<file path="src/rtl/noise_pkg.sv">
// Shared constants and slew FSM state encoding for the noise sample-and-hold block.
package noise_pkg;

    localparam int unsigned DSZ_DEF  = 18;
    localparam int unsigned DIVW_DEF = 16;
    localparam int unsigned SLEW_W   = 5;

    typedef enum logic {
        IDLE = 1'b0,
        SLEW = 1'b1
    } slew_state_e;

endpackage

</file>
<file path="src/rtl/noise_sh_slew_if.sv">
// Sample-rate, trigger and held-output signals between the noise source side and noise_sh_slew.
interface noise_sh_slew_if #(
    parameter int unsigned DSZ  = noise_pkg::DSZ_DEF,
    parameter int unsigned DIVW = noise_pkg::DIVW_DEF
);

    logic                           ena;
    logic [DSZ-1:0]                 in;
    logic                           trig_in;
    logic [DIVW-1:0]                rate_div;
    logic [noise_pkg::SLEW_W-1:0]   slew;
    logic [DSZ-1:0]                 out;
    logic                           step_strobe;
    logic                           busy;

    modport master (
        output ena, in, trig_in, rate_div, slew,
        input  out, step_strobe, busy
    );

    modport slave (
        input  ena, in, trig_in, rate_div, slew,
        output out, step_strobe, busy
    );

endinterface

</file>
<file path="src/rtl/gate_edge_sync.sv">
// Synchronises the gate, arms only after the gate has been seen low, and emits a
// one-clk pulse on each armed rising edge.
module gate_edge_sync (
    input  logic clk,
    input  logic rst,
    input  logic trig_in,
    output logic ext_edge
);

    logic       sync1_q, sync1_d;
    logic       sync2_q, sync2_d;
    logic       sync3_q, sync3_d;
    logic [1:0] fill_q,  fill_d;
    logic       armed_q, armed_d;
    logic       edge_q,  edge_d;

    // fill tracks when sync2 holds a genuinely sampled value, so a gate held
    // high across reset is not mistaken for a low-then-high transition.
    always_comb begin
        sync1_d = trig_in;
        sync2_d = sync1_q;
        sync3_d = sync2_q;
        fill_d  = {fill_q[0], 1'b1};
        armed_d = armed_q | (fill_q[1] & ~sync2_q);
        edge_d  = armed_q & sync2_q & ~sync3_q;
    end

    always_ff @(posedge clk or posedge rst) begin
        if (rst) begin
            sync1_q <= 1'b0;
            sync2_q <= 1'b0;
            sync3_q <= 1'b0;
            fill_q  <= 2'b00;
            armed_q <= 1'b0;
            edge_q  <= 1'b0;
        end else begin
            sync1_q <= sync1_d;
            sync2_q <= sync2_d;
            sync3_q <= sync3_d;
            fill_q  <= fill_d;
            armed_q <= armed_d;
            edge_q  <= edge_d;
        end
    end

    assign ext_edge = edge_q;

endmodule

</file>
<file path="src/rtl/noise_sh_slew.sv">
// Sample-and-hold with slew limiting: captures filtered noise on gate/divider
// triggers and glides the held output toward each new target on ena ticks.
module noise_sh_slew
    import noise_pkg::*;
#(
    parameter int unsigned DSZ  = DSZ_DEF,
    parameter int unsigned DIVW = DIVW_DEF
) (
    input  logic           clk,
    input  logic           rst,
    noise_sh_slew_if.slave bus
);

    localparam int unsigned WX = DSZ + 1;

    slew_state_e     state_q, state_d;
    logic [DSZ-1:0]  out_q, out_d;
    logic [DSZ-1:0]  target_q, target_d;
    logic [DIVW-1:0] divcnt_q, divcnt_d;
    logic            pending_q, pending_d;
    logic            step_strobe_q, step_strobe_d;
    logic            busy_q, busy_d;

    logic            ext_edge;
    logic            div_fire;
    logic            capture;
    logic signed [WX-1:0] diff;
    logic signed [WX-1:0] step;
    logic signed [WX-1:0] sum;
    logic [DSZ-1:0]  slewed;

    gate_edge_sync u_gate_edge_sync (
        .clk      (clk),
        .rst      (rst),
        .trig_in  (bus.trig_in),
        .ext_edge (ext_edge)
    );

    // Slew step toward the pre-capture target; |step| <= |diff| so no overflow.
    always_comb begin
        diff = $signed({target_q[DSZ-1], target_q}) - $signed({out_q[DSZ-1], out_q});
        step = diff >>> bus.slew;
        if ((step == '0) && (diff != '0)) begin
            step = diff[DSZ] ? '1 : WX'(1);
        end
        sum    = $signed({out_q[DSZ-1], out_q}) + step;
        slewed = (bus.slew == '0) ? target_q : sum[DSZ-1:0];
    end

    always_comb begin
        divcnt_d      = divcnt_q;
        div_fire      = 1'b0;
        state_d       = state_q;
        out_d         = out_q;

        if (bus.ena) begin
            if (bus.rate_div == '0) begin
                divcnt_d = '0;
            end else if (divcnt_q == '0) begin
                divcnt_d = bus.rate_div - DIVW'(1);
                div_fire = 1'b1;
            end else begin
                divcnt_d = divcnt_q - DIVW'(1);
            end
        end

        // Triggers arriving between enas merge into a single capture.
        capture       = bus.ena & (pending_q | ext_edge | div_fire);
        pending_d     = capture ? 1'b0 : (pending_q | ext_edge);
        target_d      = capture ? bus.in : target_q;
        step_strobe_d = capture;

        case (state_q)
            IDLE: begin
                if (capture && (bus.in != out_q)) begin
                    state_d = SLEW;
                end
            end
            SLEW: begin
                if (bus.ena) begin
                    out_d = slewed;
                    if (!capture && (slewed == target_q)) begin
                        state_d = IDLE;
                    end
                end
            end
            default: state_d = IDLE;
        endcase

        busy_d = (state_d == SLEW);
    end

    always_ff @(posedge clk or posedge rst) begin
        if (rst) begin
            state_q       <= IDLE;
            out_q         <= '0;
            target_q      <= '0;
            divcnt_q      <= '0;
            pending_q     <= 1'b0;
            step_strobe_q <= 1'b0;
            busy_q        <= 1'b0;
        end else begin
            state_q       <= state_d;
            out_q         <= out_d;
            target_q      <= target_d;
            divcnt_q      <= divcnt_d;
            pending_q     <= pending_d;
            step_strobe_q <= step_strobe_d;
            busy_q        <= busy_d;
        end
    end

    assign bus.out         = out_q;
    assign bus.step_strobe = step_strobe_q;
    assign bus.busy        = busy_q;

endmodule

</file>
<file path="src/flat_wrapper.sv">
// flat-port wrapper written by rule: the top's interface ports become plain ports
module noise_sh_slew_flat import noise_pkg::*;
#(
    parameter int unsigned DSZ  = DSZ_DEF,
    parameter int unsigned DIVW = DIVW_DEF
)
  (clk, rst, bus_ena, bus_in, bus_trig_in, bus_rate_div, bus_slew, bus_out, bus_step_strobe, bus_busy);
  noise_sh_slew_if #(.DSZ(DSZ), .DIVW(DIVW)) bus_i ();
  input  logic clk;
  input  logic rst;
  input wire logic [$bits(bus_i.ena)-1:0] bus_ena;
  input wire logic [$bits(bus_i.in)-1:0] bus_in;
  input wire logic [$bits(bus_i.trig_in)-1:0] bus_trig_in;
  input wire logic [$bits(bus_i.rate_div)-1:0] bus_rate_div;
  input wire logic [$bits(bus_i.slew)-1:0] bus_slew;
  output wire logic [$bits(bus_i.out)-1:0] bus_out;
  output wire logic [$bits(bus_i.step_strobe)-1:0] bus_step_strobe;
  output wire logic [$bits(bus_i.busy)-1:0] bus_busy;
  assign bus_i.ena = bus_ena;
  assign bus_i.in = bus_in;
  assign bus_i.trig_in = bus_trig_in;
  assign bus_i.rate_div = bus_rate_div;
  assign bus_i.slew = bus_slew;
  assign bus_out = bus_i.out;
  assign bus_step_strobe = bus_i.step_strobe;
  assign bus_busy = bus_i.busy;
  noise_sh_slew #(.DSZ(DSZ), .DIVW(DIVW)) u_core (.clk(clk), .rst(rst), .bus(bus_i));
endmodule
</file>
<file path="config.mk">
export PLATFORM = sky130hd
export DESIGN_NAME = noise_sh_slew_flat
export DESIGN_NICKNAME = d
export VERILOG_FILES = /design/src/rtl/noise_pkg.sv /design/src/rtl/noise_sh_slew_if.sv /design/src/rtl/gate_edge_sync.sv /design/src/rtl/noise_sh_slew.sv /design/src/flat_wrapper.sv
export SDC_FILE = /design/constraint.sdc
export NUM_CORES = 1
export LEC_CHECK = 0
export ABC_CLOCK_PERIOD_IN_PS = 6400
export CORE_MARGIN = 1
export CORE_UTILIZATION = 30
export CTS_BUF_LIST = sky130_fd_sc_hd__clkbuf_2
export DETAILED_ROUTE_END_ITERATION = 8
export GPL_TIMING_DRIVEN = 0
export PLACE_DENSITY = 0.55
export SYNTH_ARGS = -nofsm -noshare
export SYNTH_HDL_FRONTEND = slang
export SYNTH_HIERARCHICAL = 1
export SYNTH_SLANG_ARGS = --single-unit
</file>
<file path="constraint.sdc">
create_clock -name clk -period 6.4 [get_ports clk]
set_clock_uncertainty 0.15 [all_clocks]
set_input_delay 0.96 -clock clk [delete_from_list [all_inputs] [get_ports clk]]
set_output_delay 0.96 -clock clk [all_outputs]
set_load 0.01 [all_outputs]
</file>
==> results.sh, run 1 <==
export IMPL_drcViolationCount=0
export IMPL_final_net_count=1082
export IMPL_via_per_inst=5.63
export IMPL_min_to="u_core/u_gate_edge_sync/fill_q[1]"
export IMPL_syn_area_per_cell_sq_um=7.68
export IMPL_start_kind="flop"
export IMPL_grt_pass1_wl_mm=38.8
export IMPL_portBuffers=58
export IMPL_first_global_vias=6845
export IMPL_synthFlopType="dfrtp_1"
export IMPL_fp_row_count=54
export IMPL_die_w_um=153
export IMPL_hold_path_class="reg -> reg"
export IMPL_hold_viol=0
export IMPL_grt_max_degree=29
export IMPL_async_flop_share=1.00
export IMPL_clk_latency_ps=510
export IMPL_hp_start="u_core/u_gate_edge_sync/fill_q[0]"
export IMPL_coreArea_sq_mm=0.0220
export IMPL_dieArea_sq_mm=0.0233
export IMPL_synth_seq_cells=62
export IMPL_layout_min_cycle_time_ps=6640
export IMPL_wl_per_cell_um=19.4
export IMPL_reg2reg_slack_ps=-240
export IMPL_final_setup_viol_count=1
export IMPL_dr_pass1_iters=7
export IMPL_tightest_slew_ps=763
export IMPL_slew_headroom=0.490
export IMPL_drive_gt1_frac=0.192
export IMPL_setup_ws_ps=-240
export IMPL_slew_violations=0
export IMPL_clockBufferDepth=2
export IMPL_maxCapViolations=0
export IMPL_htree_levels=3
export IMPL_holdPathStages=0
export IMPL_synth_compound_area_frac=0.256
export IMPL_crit_slowest_cell="mux4_2"
export IMPL_yosysWarnings=6
export IMPL_synth_simple_area_share=0.228
export IMPL_drtIter0Drc=549
export IMPL_finalCritPeriodShare=1.04
export IMPL_synth_xor_area_share=0.0819
export IMPL_ioPinCount=63
export IMPL_crit_arrival_ps=6870
export IMPL_synth_edf_count=0
export IMPL_synth_area_mux_share=0.0851
export IMPL_r2r_end="u_core/bus.busy"
export IMPL_synth_top_family_by_area="compound AO/OA/AOI/OAI gates"
export IMPL_antenna_found_initial=1
export IMPL_path_clk_slew_ps=190
export IMPL_cts_tree="done"
export IMPL_synthAdderAreaFrac=0.0722
export IMPL_grt_use_total=0.212
export IMPL_violations="negative setup slack"
export IMPL_yosysUniqueCellTypes=77
export IMPL_area_growth_pct=27.5
export IMPL_wirelength_mm=24.9
export IMPL_ff2ff_path_depth=28
export IMPL_critPathKind="reg -> reg"
export IMPL_ys_seq_area_frac=0.228
export IMPL_fmax_ghz=0.151
export IMPL_syn_num_nets=966
export IMPL_numCtsBuffers=9
export IMPL_rsz0062_at_grt="yes"
export IMPL_cts_root_buf="clkbuf_2"
export IMPL_start_util=0.309
export IMPL_gp_congestion=0.894
export IMPL_vias=7238
export IMPL_setup_tns_ps=-240
export IMPL_worstReg2RegStart="u_core/bus.out[1]"
export IMPL_cpPeakStageDelay_ps=480
export IMPL_syn_area_sq_mm=0.00680
export IMPL_dp_hpwl_mm=18.9
export IMPL_crit_fanout=6
export IMPL_syn_inst=885
export IMPL_cp_end_kind="flop"
export IMPL_ant_nets=0
export IMPL_overflow=0
export IMPL_dieHeight_um=153
export IMPL_required_ps=6630
export IMPL_status="finished with violations"
export IMPL_clock_sinks=62
-- critical path, delay by kind of cell (launching register included) --
kind | cells | cell delay [ps]
and+or+nand+nor | 7 | 1480
AOI/OAI and AO/OA | 11 | 2090
DFF | 1 | 450
muxes | 1 | 480
buffers and inverters | 3 | 350
xor gates and xnor gates | 3 | 520
adders and majority gates | 3 | 980
-- through the flow --
| step | util | cells | hold WS (ps) | cell area, sq um | worst slack [ps] |
|---|---|---|---|---|---|
| floorplan | - | 885 | 181 | 6800 | 6.83 |
| global placement | 0.351 | 1223 | 182 | 7730 | -1460 |
| detailed placement | 0.352 | 1224 | 187 | 7750 | -1390 |
| CTS | 0.376 | 1263 | 225 | 8290 | -243 |
| global route | 0.393 | 1285 | 230 | 8660 | -529 |
| finish | 0.393 | 1285 | 224 | 8660 | -240 |
-- Yosys cell counts, drive strengths merged (4+ instances only) --
| library cell | instances | area, sq um |
|---|---|---|
| a211oi | 16 | 135 |
| a21o | 11 | 82.6 |
| a21oi | 69 | 364 |
| a221oi | 4 | 35.0 |
| a22oi | 4 | 30.0 |
| a31oi | 13 | 81.3 |
| and2 | 9 | 56.3 |
| and3 | 7 | 43.8 |
| buf | 6 | 35.0 |
| clkbuf | 34 | 128 |
| dfrtp | 62 | 1550 |
| ha | 36 | 450 |
| inv | 43 | 161 |
| mux2 | 21 | 236 |
| mux2i | 27 | 274 |
| nand2 | 100 | 378 |
| nand2b | 12 | 75.1 |
| nand3 | 26 | 130 |
| nand4 | 17 | 106 |
| nor2 | 78 | 295 |
| nor2b | 8 | 50.1 |
| nor3 | 21 | 105 |
| nor4 | 14 | 93.8 |
| o2111ai | 5 | 43.8 |
| o211a | 8 | 80.1 |
| o211ai | 6 | 45.0 |
| o21a | 6 | 45.0 |
| o21ai | 80 | 404 |
| o221a | 5 | 56.3 |
| o22ai | 4 | 25.0 |
| o2bb2ai | 5 | 43.8 |
| or2 | 4 | 25.0 |
| or3 | 11 | 68.8 |
| or4 | 6 | 45.0 |
| xnor2 | 38 | 333 |
| xor2 | 23 | 201 |
-- per-layer routing --
| metal | part of all wire | wire length (um) | vias up | track usage |
|---|---|---|---|---|
| li1 | - | - | 3489 | - |
| met2 | 0.46 | 11400 | 241 | 0.340 |
| met3 | 0.059 | 1470 | 36 | 0.0270 |
| met4 | 0.021 | 523 | 0 | 0.0635 |
| met1 | 0.46 | 11500 | 3472 | 0.296 |
| met5 | 0 | 0 | - | 0 |
-- state kept, by name (all words and copies together) (netlist names) --
signal,count
u_core/divcnt_q,16
u_core/u_gate_edge_sync/armed_q,1
u_core/pending_q,1
u_core/bus.busy,1
u_core/bus.out,18
u_core/u_gate_edge_sync/fill_q,2
u_core/u_gate_edge_sync/sync1_q,1
u_core/u_gate_edge_sync/sync3_q,1
u_core/bus.step_strobe,1
u_core/target_q,18
u_core/u_gate_edge_sync/ext_edge,1
u_core/u_gate_edge_sync/sync2_q,1
-- repair_timing --
item	4_1_cts	5_1_grt
pin swaps	21	23
hold buffers	0	0
setup endpoints to repair	12	6
gates resized for setup	60	59
buffers inserted	25	22
-- cell families (layout without fill, tap and decap cells) --
logic type / after synthesis / after routing
AND/OR/NAND/NOR: 322 / 322
AO/OA/AOI/OAI: 265 / 265
buffers and inverters: 84 / 203
XOR/XNOR: 62 / 62
flip-flops: 62 / 62
multiplexers: 51 / 51
adder cells (fa/ha/maj): 38 / 38
other: 1 / 2
-- worst max-delay path by stage --
stage                       from         endpoint  cells past startpoint
2_1_floorplan  u_core/bus.out[0]  u_core/bus.busy                     26
3_3_place_gp         bus_slew[0]  u_core/bus.busy                     25
3_5_place_dp         bus_slew[0]  u_core/bus.busy                     25
4_1_cts        u_core/bus.out[0]  u_core/bus.busy                     28
5_1_grt        u_core/bus.out[1]  u_core/bus.busy                     28
6_report       u_core/bus.out[1]  u_core/bus.busy                     28
-- cell type report --
type                    count  area (sq um)
clock inverters             4          50.0
well taps                 280           350
repair buffers            106           957
clock buffers              10          50.0
inverters                  44           165
fillers                  2296         13400
flip-flops and latches     62          1570
plain buffers              39           181
diodes                      1          2.50
multi-input cells         739          5340
-- cells in the final DEF (no fill, tap or decap), types with 10 or more instances in the layout --
master,Yosys,layout
nand2_1,99,98
nor2_1,77,74
o21ai_0,71,64
clkdlybuf4s50_1,0,58
a21oi_1,66,58
buf_4,0,47
dfrtp_1,62,47
inv_1,43,40
xnor2_1,38,33
ha_1,36,28
clkbuf_1,34,27
nand3_1,26,26
xor2_1,23,22
mux2i_1,26,22
mux2_2,21,21
nor3_1,21,19
nand4_1,17,17
clkbuf_2,0,16
dfrtp_2,0,15
a31oi_1,13,12
or3_1,11,11
a21o_1,11,11
nand2b_1,12,11
a211oi_1,13,10
Power of run 1 is not shown: default switching activity piles up to over one toggle a cycle in this logic, so the estimate is an artifact.
==> inputs of run 2 (changes only) <==
ABC_CLOCK_PERIOD_IN_PS = 8100   (was 6400)
PLACE_DENSITY = 0.53   (was 0.55)
clock period = 8.1 ns   (was 6.4 ns; I/O delays follow)
==> run 2 against run 1 <==
Final cell count fell by 3.3%. Global-route usage fell by 0.45 points. The run now ends clean. Register-to-register slack improved by 780 ps.
==> results.sh, run 2 (same netlist as run 1, synthesis figures left out) <==
export IMPL_first_global_vias=6574
export IMPL_coreArea_sq_mm=0.0220
export IMPL_setup_ws_ps=535
export IMPL_fmax_ghz=0.132
export IMPL_wl_per_cell_um=19.5
export IMPL_portBuffers=58
export IMPL_required_ps=8360
export IMPL_postPlaceCellArea_sq_mm=0.00775
export IMPL_dieHeight_um=153
export IMPL_cts_tree="done"
export IMPL_grt_use_total=0.207
export IMPL_holdPathStages=0
export IMPL_crit_slowest_cell="dfrtp_1"
export IMPL_final_setup_viol_count=0
export IMPL_critPathKind="reg -> reg"
export IMPL_vias=7053
export IMPL_final_net_count=1036
export IMPL_clk_latency_ps=530
export IMPL_setup_tns_ps=0
export IMPL_worstReg2RegStart="u_core/bus.out[0]"
export IMPL_ioPinCount=63
export IMPL_drtIter0Drc=541
export IMPL_overflow=0
export IMPL_postCtsHoldBufs=0
export IMPL_finalCritPeriodShare=0.934
export IMPL_path_clk_slew_ps=190
export IMPL_reg2reg_slack_ps=540
export IMPL_dp_hpwl_mm=19.1
export IMPL_postCtsSetupBuffers=0
export IMPL_layout_common_cells="nand2_1 (99), nor2_1 (77), o21ai_0 (71)"
export IMPL_ff2ff_path_depth=28
export IMPL_clockBufferDepth=2
export IMPL_crit_family="compound AO/OA/AOI/OAI gates"
export IMPL_crit_fanout=10
export IMPL_gp_congestion=0.939
export IMPL_final_common_cell="nand2_1"
export IMPL_via_per_inst=5.68
export IMPL_layout_min_cycle_time_ps=7560
export IMPL_final_fill_count=2395
export IMPL_hp_start="u_core/u_gate_edge_sync/sync1_q"
export IMPL_cts_root_buf="clkbuf_2"
export IMPL_drive_gt1_frac=0.0740
export IMPL_timing_hold_ws_ps=223
export IMPL_tightest_slew_ps=829
export IMPL_maxCapViolations=0
export IMPL_seqCellArea_sq_mm=0.00155
export IMPL_dieArea_sq_mm=0.0233
export IMPL_min_to="u_core/u_gate_edge_sync/sync2_q"
export IMPL_ant_nets=0
export IMPL_dpl_worst_slack_ps=127
export IMPL_hold_viol=0
export IMPL_path_buf_inv=2
export IMPL_wirelength_mm=24.2
export IMPL_grt_max_degree=30
export IMPL_hold_path_class="reg -> reg"
export IMPL_stdcell_area_sq_mm=0.00787
export IMPL_cp_end_kind="flop"
export IMPL_r2r_end="u_core/bus.busy"
export IMPL_multiInputGateArea_sq_mm=0.00495
export IMPL_drcViolationCount=0
export IMPL_slew_headroom=0.447
export IMPL_die_w_um=153
export IMPL_area_growth_pct=15.8
export IMPL_grt_pass1_wl_mm=37.8
export IMPL_start_kind="flop"
export IMPL_slew_violations=0
export IMPL_ctsResizeCount=0
export IMPL_status="finished, final reports clean"
export IMPL_cpPeakStageDelay_ps=490
export IMPL_numCtsBuffers=9
export IMPL_dr_pass1_iters=8
export IMPL_crit_arrival_ps=7820
export IMPL_antenna_found_initial=3
export IMPL_start_util=0.309
export IMPL_rsz0062_at_grt="no"
export IMPL_htree_levels=3
export IMPL_clock_sinks=62
export IMPL_fp_row_count=54
## run 2: changes by cell type in the layout (fill, tap and decap cells not counted), sizes merged
cell	change
clkbuf	+1
bufinv	-1
diode	+1
clkinv	+3
buf	-47
## run 2: metrics by stage
stage / util / instances
after floorplan: - / 885
after global placement: 0.351 / 1223
after detailed placement: 0.352 / 1224
after CTS: 0.356 / 1240
after global routing: 0.357 / 1241
final: 0.357 / 1242
## run 2: worst max-delay path by stage
stage,from,endpoint,slack (ps),cells past startpoint
global route,u_core/bus.out[1],u_core/bus.busy,40,26
detailed placement,bus_slew[0],u_core/bus.busy,130,25
floorplan,u_core/bus.out[0],u_core/bus.busy,1710,26
CTS,u_core/bus.out[0],u_core/bus.busy,190,28
global placement,bus_slew[0],u_core/bus.busy,90,25
finish,u_core/bus.out[0],u_core/bus.busy,540,28
## run 2: layout make-up
| cell class | instances | area share |
|---|---|---|
| Multi-Input combinational cell | 739 | 0.628 |
| Sequential cell | 62 | 0.197 |
| Timing Repair Buffer | 59 | 0.0763 |
| Tap cell | 280 | 0.0445 |
| Inverter | 44 | 0.0210 |
| Buffer | 40 | 0.0207 |
| Clock buffer | 10 | 0.00636 |
| Clock inverter | 6 | 0.00493 |
| Antenna cell | 2 | 0.000636 |
## run 2: layer usage
metal / GRT usage / part of all wire / wire, um
met1: 0.284 / 0.46 / 11200
met2: 0.332 / 0.45 / 10900
met3: 0.0353 / 0.065 / 1570
met4: 0.0645 / 0.022 / 522
met5: 0 / 0.00054 / 13
Power of run 2 is left out for the same reason.
